**src/rtl/axis_chk_pkg.sv**
```systemverilog
// Shared types and constants for the AXI-Stream frame checker and its
// matching stream source.
package axis_chk_pkg;

    typedef enum logic [0:0] {
        HUNT = 1'b0,
        LOCK = 1'b1
    } chk_state_t;

    localparam logic [15:0] LFSR_SEED = 16'hACE1;
    localparam logic [15:0] LFSR_TAPS = 16'hB400;

    // Fibonacci step: shift left, feedback is the parity of the tapped bits.
    function automatic logic [15:0] lfsr16_next(input logic [15:0] cur);
        return {cur[14:0], ^(cur & LFSR_TAPS)};
    endfunction

endpackage

```
**src/rtl/lfsr16.sv**
```systemverilog
// Free-running 16-bit Fibonacci LFSR (x^16+x^14+x^13+x^11+1), seeded at reset.
module lfsr16
    import axis_chk_pkg::*;
(
    input  logic        clk,
    input  logic        rst,
    output logic [15:0] state
);

    logic [15:0] state_r;

    // Advance every cycle, independent of any handshake.
    always_ff @(posedge clk or negedge rst) begin
        if (!rst) begin
            state_r <= LFSR_SEED;
        end else begin
            state_r <= lfsr16_next(state_r);
        end
    end

    assign state = state_r;

endmodule

```
**config.mk**
```make
export PLATFORM = sky130hd
export DESIGN_NAME = lfsr16
export DESIGN_NICKNAME = d
export VERILOG_FILES = /design/src/rtl/axis_chk_pkg.sv /design/src/rtl/lfsr16.sv
export SDC_FILE = /design/constraint.sdc
export NUM_CORES = 1
export LEC_CHECK = 0
export ABC_AREA = 1
export BUFFER_PORTS_ARGS = -buffer_cell sky130_fd_sc_hd__buf_2
export CAP_MARGIN = 20
export CORE_AREA = 2 2 39 41
export CTS_CLUSTER_SIZE = 20
export DETAILED_ROUTE_END_ITERATION = 7
export DIE_AREA = 0 0 41 43
export PLACE_DENSITY_LB_ADDON = 0.1
export SETUP_SLACK_MARGIN = 0.5
export SLEW_MARGIN = 5
export SYNTH_ARGS = -nofsm -noshare
export SYNTH_HDL_FRONTEND = slang
export SYNTH_SLANG_ARGS = --single-unit
```
**constraint.sdc**
```tcl
create_clock -name clk -period 1.5 [get_ports clk]
set_clock_uncertainty 0.1 [all_clocks]
set_input_delay 0.075 -clock clk [delete_from_list [all_inputs] [get_ports clk]]
set_output_delay 0.075 -clock clk [all_outputs]
set_load 0.03 [all_outputs]
```
==> flow_summary.yaml, run 1 <==
worst_hold_path:
  hold_path.class: "in -> async"
timing:
  max_freq_mhz: 856.1
  period_minus_slack_ns: 1.168
  hold_violations: 0
  final-max-slew-violation-count: 0
  worst_pin_slew_ns: 0.3516
  hold_slack_ns: 0.1375
  tns_ns: 0
  fin_crit_sh_pct: 77.87
  rsz0062_at_grt: "yes"
  finalSetupViolCount: 0
  max-slew-margin-rel_pct: 76.56
finish:
  final_cell_mix: "buf_6, buf_4, nand2_1, dfstp_2, dfrtp_1"
  nNetsFinal: 67
  n_antenna_cell: 0
  syn_to_final_growth_pct: 63.90
  final_common_cell: "buf_6"
  finish.utilization_pct: 57.05
  instances_no_fill: 79
  drive_gt1_share_pct: 63.49
  largest_reg_flops: 16
drt:
  dr.first_iter.drc_count: 0
  drcViolationCount: 0
  wl_per_cell_microns: 12.39
  drt_wl_total_microns: 979
  vias: 336
  detail_route.vias_per_cell: 4.253
  first_pass_iters: 1
  ant_nets: 0
placement:
  hpwl_microns: 611
  dpl.cell_count: 66
  gp_congestion: 0.6252
  port_buffers: 17
synth:
  synth_seq_area_share_pct: 85.19
  yosysTopAreaCell: "dfstp_2"
  synth_top_area_share_pct: 43.64
  synth.avg_cell_area_sq_um: 14.60
  yosys_warnings: 0
  synth_cell_types: 7
  synthesis.nets: 35
  syn_inst: 33
  ys_seq_elements: 16
  netlist_area_sq_um: 481.7
  synth_area_leaders: "dfstp_2, dfrtp_1, nand2_1"
die:
  io_pins: 18
  die_area_sq_um: 1763
  core-area_sq_um: 1384
  die_h_microns: 43
  initial_utilization_pct: 34.81
  num_rows: 14
  die_w_microns: 41
setup_path:
  crit_family: "flip-flops"
  crit_buf_inv: 1
  cp.arrival_ns: 0.99
  cp-start-kind: "flop"
  worstSetupEndpointType: "output port"
  rr_startpoint: "state[13]"
  cp_cell_sequence: "buf_6"
  crit_start: "state[10]"
  crit_path_max_incr_delay_ns: 0.58
  crit_required_ns: 1.32
  critPathSlowestCell: "dfstp_2"
  critPathKind: "reg -> out"
  cp_max_fo: 4
flow_run:
  cap_violations: 0
cts:
  cts_buffers: 3
  cts_htree_levels: 1
  cts_sinks: 16
  cts_tree: "yes"
  clock_path_buffers: 2
  cts-root-buf: "clkbuf_4"
  clkTransAtPathRegs_ns: 0.08
  worst_skew_pair.late_latency_ns: 0.27
power:
  total_leakage_power_nw: 0.4034
  vdd_drop_max_v: 0.0005724
  power_density_nw_per_um2: 827.3
grt:
  grt.total_usage_pct: 13.58
  grt_max_degree: 17
  grt.overflow.total: 0
  antenna_found_initial: 0
  grt_first_pass_wirelength_microns: 1593
  grt_pass1_vias: 358
status:
  status: "completed"
[worst register-to-register path: cells and delay by family, from the launching register on]
| family | cells | cell delay, ns |
|---|---|---|
| buffers and inverters | 2 | 0.18 |
| flip-flops | 1 | 0.57 |
| AND/OR/NAND/NOR | 4 | 0.22 |
[worst paths after layout]
| kind | slack [ns] | cells after the start | to |
|---|---|---|---|
| worst max-delay path | 0.33 | 1 | state[10] |
| worst min-delay path | 0.14 | 2 | state[2] |
| worst max register to register | 0.36 | 6 | state[0] |
| worst min register to register | 0.28 | 0 | state[7] |
| max in group asynchronous | 0.86 | 2 | state[6] |
| min in group clk | 0.28 | 0 | state[7] |
[logic make-up after synthesis]
family	count (synthesis)	synth area share, %
xor gates and xnor gates	1	1.819
buffers and inverters	5	3.897
DFF	16	85.19
and+or+nand+nor	11	9.090
[timing repair]
item,in CTS,in global routing
gates cloned,0,0
hold buffers,1,0
buffers inserted,9,0
hold endpoints to repair,16,0
resized for setup,33,1
setup endpoints to repair,17,17
pin swaps,0,2
[stage by stage]
step	total power, W	instance area (sq um)	setup WS, ns
after floorplan	0.0004398	481.7	0.4221
after global placement	0.0004483	586.8	0.5263
after detailed placement	0.0004491	586.8	0.4562
after CTS	0.0006659	787.0	0.3387
after global routing	0.0006846	789.5	0.3007
final	0.0006532	789.5	0.3319
[synth_stat cells]
library cell,count
nor2_1,1
inv_1,5
nand2_1,9
dfrtp_1,8
dfstp_2,8
xnor2_1,1
nor2_2,1
[layout make-up]
class,instances,area [sq um]
Timing Repair Buffer,27,262.8
Clock buffer,3,22.52
Inverter,5,18.77
Multi-Input combinational cell,12,55.05
Fill cell,111,594.3
Sequential cell,16,410.4
Tap cell,16,20.02
[layer usage]
metal / track usage (%) / share of wire [%] / vias to the layer above
li1: - / - / 156
met1: 19.64 / 42 / 169
met2: 20.00 / 53 / 11
met3: 3.141 / 5.3 / 0
met4: 4.000 / 0 / 0
met5: 0 / 0 / -
[where the power goes]
part           leakage, nW  switching, W  internal [W]
Combinational        0.195    0.00000816    0.00000264
Clock               0.0138      0.000117     0.0000929
Sequential           0.194             0      0.000432
No activity file was read; power rests on OpenSTA's default activity.
==> inputs of run 2 (changes only) <==
clock period = 1.1 ns   (was 1.5 ns; I/O delays follow)
==> flow_summary.yaml, run 2 (synthesized netlist as in run 1, its figures left out) <==
status:
  status: "finished with violations"
  violations: "negative hold slack, negative setup slack"
grt:
  grt.total_usage_pct: 11.57
  grt_first_pass_wirelength_microns: 1324
  grt.overflow.total: 0
  antenna_found_initial: 0
  grt_pass1_vias: 325
  grt_max_degree: 17
cts:
  cts_htree_levels: 1
  cts_tree: "yes"
  cts_buffers: 3
  worst_skew_pair.late_latency_ns: 0.27
  cts_sinks: 16
  cts-root-buf: "clkbuf_4"
  clock_path_buffers: 2
  clkTransAtPathRegs_ns: 0.09
setup_path:
  cp_max_fo: 4
  cp_cell_sequence: "buf_6"
  cp.arrival_ns: 0.99
  crit_path_max_incr_delay_ns: 0.58
  crit_family: "flip-flops"
  rr_startpoint: "state[13]"
  worstSetupEndpointType: "output port"
  crit_required_ns: 0.94
  ff2ff_setup_slack_ns: 0
  reg2reg_depth: 5
  critPathSlowestCell: "dfstp_2"
  critPathKind: "reg -> out"
  rr_endpoint: "state[0]"
  crit_buf_inv: 1
  cp-start-kind: "flop"
power:
  comb_power_share_pct: 1.2
  power_frac_seq_pct: 61.0
  total_leakage_power_nw: 0.4095
  power_density_nw_per_um2: 1142
  internal-power_w: 0.0007914
  clockPowerShare_pct: 37.8
  p_sw_w: 0.0001746
  swShare_pct: 18.07
  vdd_drop_max_v: 0.0006862
flow_run:
  cap_violations: 0
drt:
  ant_nets: 0
  detail_route.vias_per_cell: 4.111
  drt_wl_total_microns: 868
  drcViolationCount: 0
  met2WireLength_microns: 451
  dr.first_iter.drc_count: 0
  wl_per_cell_microns: 10.72
  vias: 333
  highest_layer: "met3"
  first_pass_iters: 1
  wl_met3_microns: 44
  wl_met1_microns: 372
finish:
  final_cell_mix: "buf_6, nand2_1, dfstp_2, dfrtp_2, inv_1"
  largest_reg_flops: 16
  finish.utilization_pct: 61.12
  n_antenna_cell: 0
  drive_gt1_share_pct: 75.38
  final_common_cell: "buf_6"
  syn_to_final_growth_pct: 75.58
  nNetsFinal: 68
placement:
  gp_congestion: 0.6103
  hpwl_microns: 579.8
  port_buffers: 17
timing:
  hold_slack_ns: -0.4340
  hold_violations: 16
  tns_ns: -0.08966
  fin_ws_ns: -0.04250
  fin_crit_sh_pct: 103.9
  finalSetupViolCount: 4
  max_freq_mhz: 875.3
  period_minus_slack_ns: 1.143
  final-max-slew-violation-count: 0
  rsz0062_at_grt: "yes"
  max-slew-margin-rel_pct: 78.02
  worst_pin_slew_ns: 0.3297
die:
  die_h_microns: 43
  die_w_microns: 41
  num_rows: 14
  die_area_sq_um: 1763
  io_pins: 18
  core-area_sq_um: 1384
  initial_utilization_pct: 34.81
worst_hold_path:
  hold_path.class: "in -> async"
==> run 2: cell types whose count changed in the layout (fill, tap and decap cells not counted), sizes merged <==
cell,before,now
buf,26,28
clkbuf,3,4
dlygate4sd3,1,0
==> run 2: power by group through the flow <==
stage	clock [W]	combinational [W]	sequential, W
after floorplan	0	0.0000000000396	0.000600
after global placement	0	0.0000115	0.000600
after detailed placement	0	0.0000124	0.000600
after CTS	0.000380	0.0000123	0.000589
after global routing	0.000417	0.0000132	0.000589
final	0.000365	0.0000113	0.000589
==> run 2: metrics by stage <==
step	setup WS [ns]	total power, W	instances	hold slack (ns)	instance area, sq um
after global routing	-0.1032	0.001020	81	-0.4400	845.8
after global placement	0.1078	0.0006110	66	-0.1360	596.8
after CTS	-0.05856	0.0009817	77	-0.4310	804.5
final	-0.04250	0.0009660	81	-0.4340	845.8
after detailed placement	0.04180	0.0006119	66	-0.1236	596.8
after floorplan	0.02207	0.0005996	33	-0.3406	491.7
==> run 2: worst max-delay path by stage <==
stage                    from   endpoint  slack, ns  cells past startpoint
finish              state[13]  state[13]      -0.04                      1
CTS                 state[13]  state[13]      -0.06                      1
detailed placement  state[13]   state[0]       0.04                      5
global placement    state[13]   state[0]       0.11                      5
global route        state[13]   state[0]      -0.10                      5
floorplan           state[13]   state[0]       0.02                      5
==> run 2: worst reg2reg max path, stage by stage, from the launching register on <==
cell     delay (ns)
dfstp_2        0.58
buf_4          0.12
nor2_1         0.04
nor2_2         0.10
nand2_1        0.05
nand2_1        0.06
==> run 2: what timing repair did <==
| item | CTS | global route |
|---|---|---|
| endpoints found under the setup margin | 29 | 31 |
| gates cloned | 0 | 0 |
| gates resized for setup | 37 | 3 |
| hold endpoints to repair | 16 | 16 |
| buffers inserted | 7 | 4 |
==> run 2: cell type report <==
cell class	count	area (sq um)
Clock buffer	4	36.28
Fill cell	119	538.0
Inverter	5	18.77
Multi-Input combinational cell	12	52.55
Sequential cell	16	420.4
Tap cell	16	20.02
Timing Repair Buffer	28	297.8
==> run 2: metal layers <==
layer / up-vias / track usage [%]
met5: - / 0
met4: 0 / 4.000
met3: 0 / 4.712
met2: 10 / 15.94
met1: 162 / 16.25
li1: 161 / -
==> inputs of run 3 (changes only) <==
ABC_AREA = not set   (was 1)
==> flow_summary.yaml, run 3 <==
grt:
  antenna_found_initial: 0
  grt.overflow.total: 0
  grt_max_degree: 17
  grt.total_usage_pct: 11.18
  grt_first_pass_wirelength_microns: 1173
  grt_pass1_vias: 259
synth:
  synthesis.nets: 21
  synth_edf_count: 0
  yosys_most_used_dff: "dfstp_2"
  synthMuxAreaShare_pct: 0
  synth_common_cells: "dfrtp_1, dfstp_2, xnor2_1, xor2_1"
  async_flop_share_pct: 100.0
  yosys_warnings: 0
  synth_top_area_share_pct: 48.14
  synth_xor_xnor_area_share_pct: 6.017
  synth_cell_types: 4
  synth_simple_gate_area_share_pct: 0
  synth_seq_area_share_pct: 93.98
  yosysTopAreaCell: "dfstp_2"
  synth.avg_cell_area_sq_um: 22.98
  synth_top_family_by_area: "XOR/XNOR gates"
  synth_area_leaders: "dfstp_2, dfrtp_1, xnor2_1"
  synth_compound_area_share_pct: 0
  syn_inst: 19
  synthAdderAreaFrac_pct: 0
  netlist_area_sq_um: 436.7
  ys_seq_elements: 16
setup_path:
  cp_max_fo: 3
  crit_family: "flip-flops"
  critPathSlowestCell: "dfstp_2"
  crit_path_max_incr_delay_ns: 0.57
  worstSetupEndpointType: "output port"
  cp_cell_sequence: "buf_6"
  rr_startpoint: "state[15]"
  critPathKind: "reg -> out"
  cp-start-kind: "flop"
  crit_start: "state[13]"
  crit_required_ns: 0.94
  crit_buf_inv: 1
  cp.arrival_ns: 0.97
timing:
  hold_slack_ns: -0.4305
  fin_ws_ns: -0.02388
  max-slew-margin-rel_pct: 78.55
  tns_ns: -0.06664
  final-max-slew-violation-count: 0
  finalSetupViolCount: 5
  fin_crit_sh_pct: 102.2
  max_freq_mhz: 889.8
  hold_violations: 16
  worst_pin_slew_ns: 0.3217
  period_minus_slack_ns: 1.124
  rsz0062_at_grt: "yes"
power:
  p_sw_w: 0.0001591
  vdd_drop_max_v: 0.0006321
  comb_power_share_pct: 1.3
  swShare_pct: 18.16
  clockPowerShare_pct: 31.5
  total_leakage_power_nw: 0.3340
  internal-power_w: 0.0007169
  power_frac_seq_pct: 67.2
  power_density_nw_per_um2: 1218
drt:
  wl_per_cell_microns: 11.93
  ant_nets: 0
  detail_route.vias_per_cell: 4.153
  vias: 245
  drcViolationCount: 0
  first_pass_iters: 1
  dr.first_iter.drc_count: 0
  drt_wl_total_microns: 704
die:
  die_w_microns: 41
  initial_utilization_pct: 31.56
  die_h_microns: 43
  core-area_sq_um: 1384
  io_pins: 18
  die_area_sq_um: 1763
  num_rows: 14
placement:
  hpwl_microns: 525.8
  gp_congestion: 0.5281
  port_buffers: 17
  pre_cts_slack_ns: 0.06997
finish:
  n_antenna_cell: 0
  finish.utilization_pct: 51.99
  final_common_cell: "buf_6"
  nNetsFinal: 47
  largest_reg_flops: 16
  syn_to_final_growth_pct: 64.76
  drive_gt1_share_pct: 93.02
  final_cell_mix: "buf_6, dfstp_2, dfrtp_2"
cts:
  worst_skew_pair.late_latency_ns: 0.27
  clkTransAtPathRegs_ns: 0.08
  cts_htree_levels: 1
  cts_sinks: 16
  clock_path_buffers: 2
  cts_tree: "yes"
  cts_buffers: 3
  cts-root-buf: "clkbuf_4"
flow_run:
  cap_violations: 0
status:
  violations: "negative hold slack, negative setup slack"
  status: "finished with violations"
worst_hold_path:
  hold_path.class: "in -> async"
-- run 3: path summary, 6_finish.rpt --
path,endpoint,slack [ns],cells after the start
max reg2reg,state[0],0.04,2
max,state[13],-0.02,1
min,state[4],-0.43,1
max in group asynchronous,state[15],1.04,1
min reg2reg,state[7],0.28,0
min in group clk,state[7],0.28,0
-- run 3: power by group through the flow --
stage | Sequential, W | Combinational, W | Clock, W
global placement | 0.000600 | 0.0000117 | 0
detailed placement | 0.000600 | 0.0000120 | 0
finish | 0.000589 | 0.0000111 | 0.000276
global route | 0.000589 | 0.0000131 | 0.000340
floorplan | 0.000600 | 0.0000000000126 | 0
CTS | 0.000589 | 0.0000119 | 0.000297
-- run 3: final cells by class --
cell class                 instances  area, sq um
sequential                        16        420.4
timing repair buffer              21        230.2
fill                             134        664.4
clock buffer                       3        22.52
multi-input combinational          3        26.28
tap                               16        20.02
-- run 3: what timing repair did --
item                                    4_1_cts  5_1_grt
pin swaps                                     2        0
setup buffers                                 3        1
endpoints found under the hold margin        16       16
endpoints found under the setup margin       29       31
resized for setup                            35        1
-- run 3: stage by stage --
step | area (sq um) | total power (W) | hold WS, ns | cells
6_report | 719.4 | 0.0008760 | -0.4305 | 59
5_1_grt | 719.4 | 0.0009427 | -0.4474 | 59
4_1_cts | 708.2 | 0.0008976 | -0.4366 | 58
3_5_place_dp | 551.8 | 0.0006115 | -0.1291 | 52
3_3_place_gp | 551.8 | 0.0006112 | -0.1332 | 52
2_1_floorplan | 446.7 | 0.0005996 | -0.3406 | 19
-- run 3: logic make-up after synthesis --
family | after synthesis
DFF | 16
xor gates and xnor gates | 3
-- run 3: routing by layer --
metal | part of all wire (%) | global-route usage (%)
met1 | 43 | 12.10
met2 | 49 | 14.37
met3 | 8.0 | 8.377
met4 | 0 | 8.000
met5 | 0 | 0
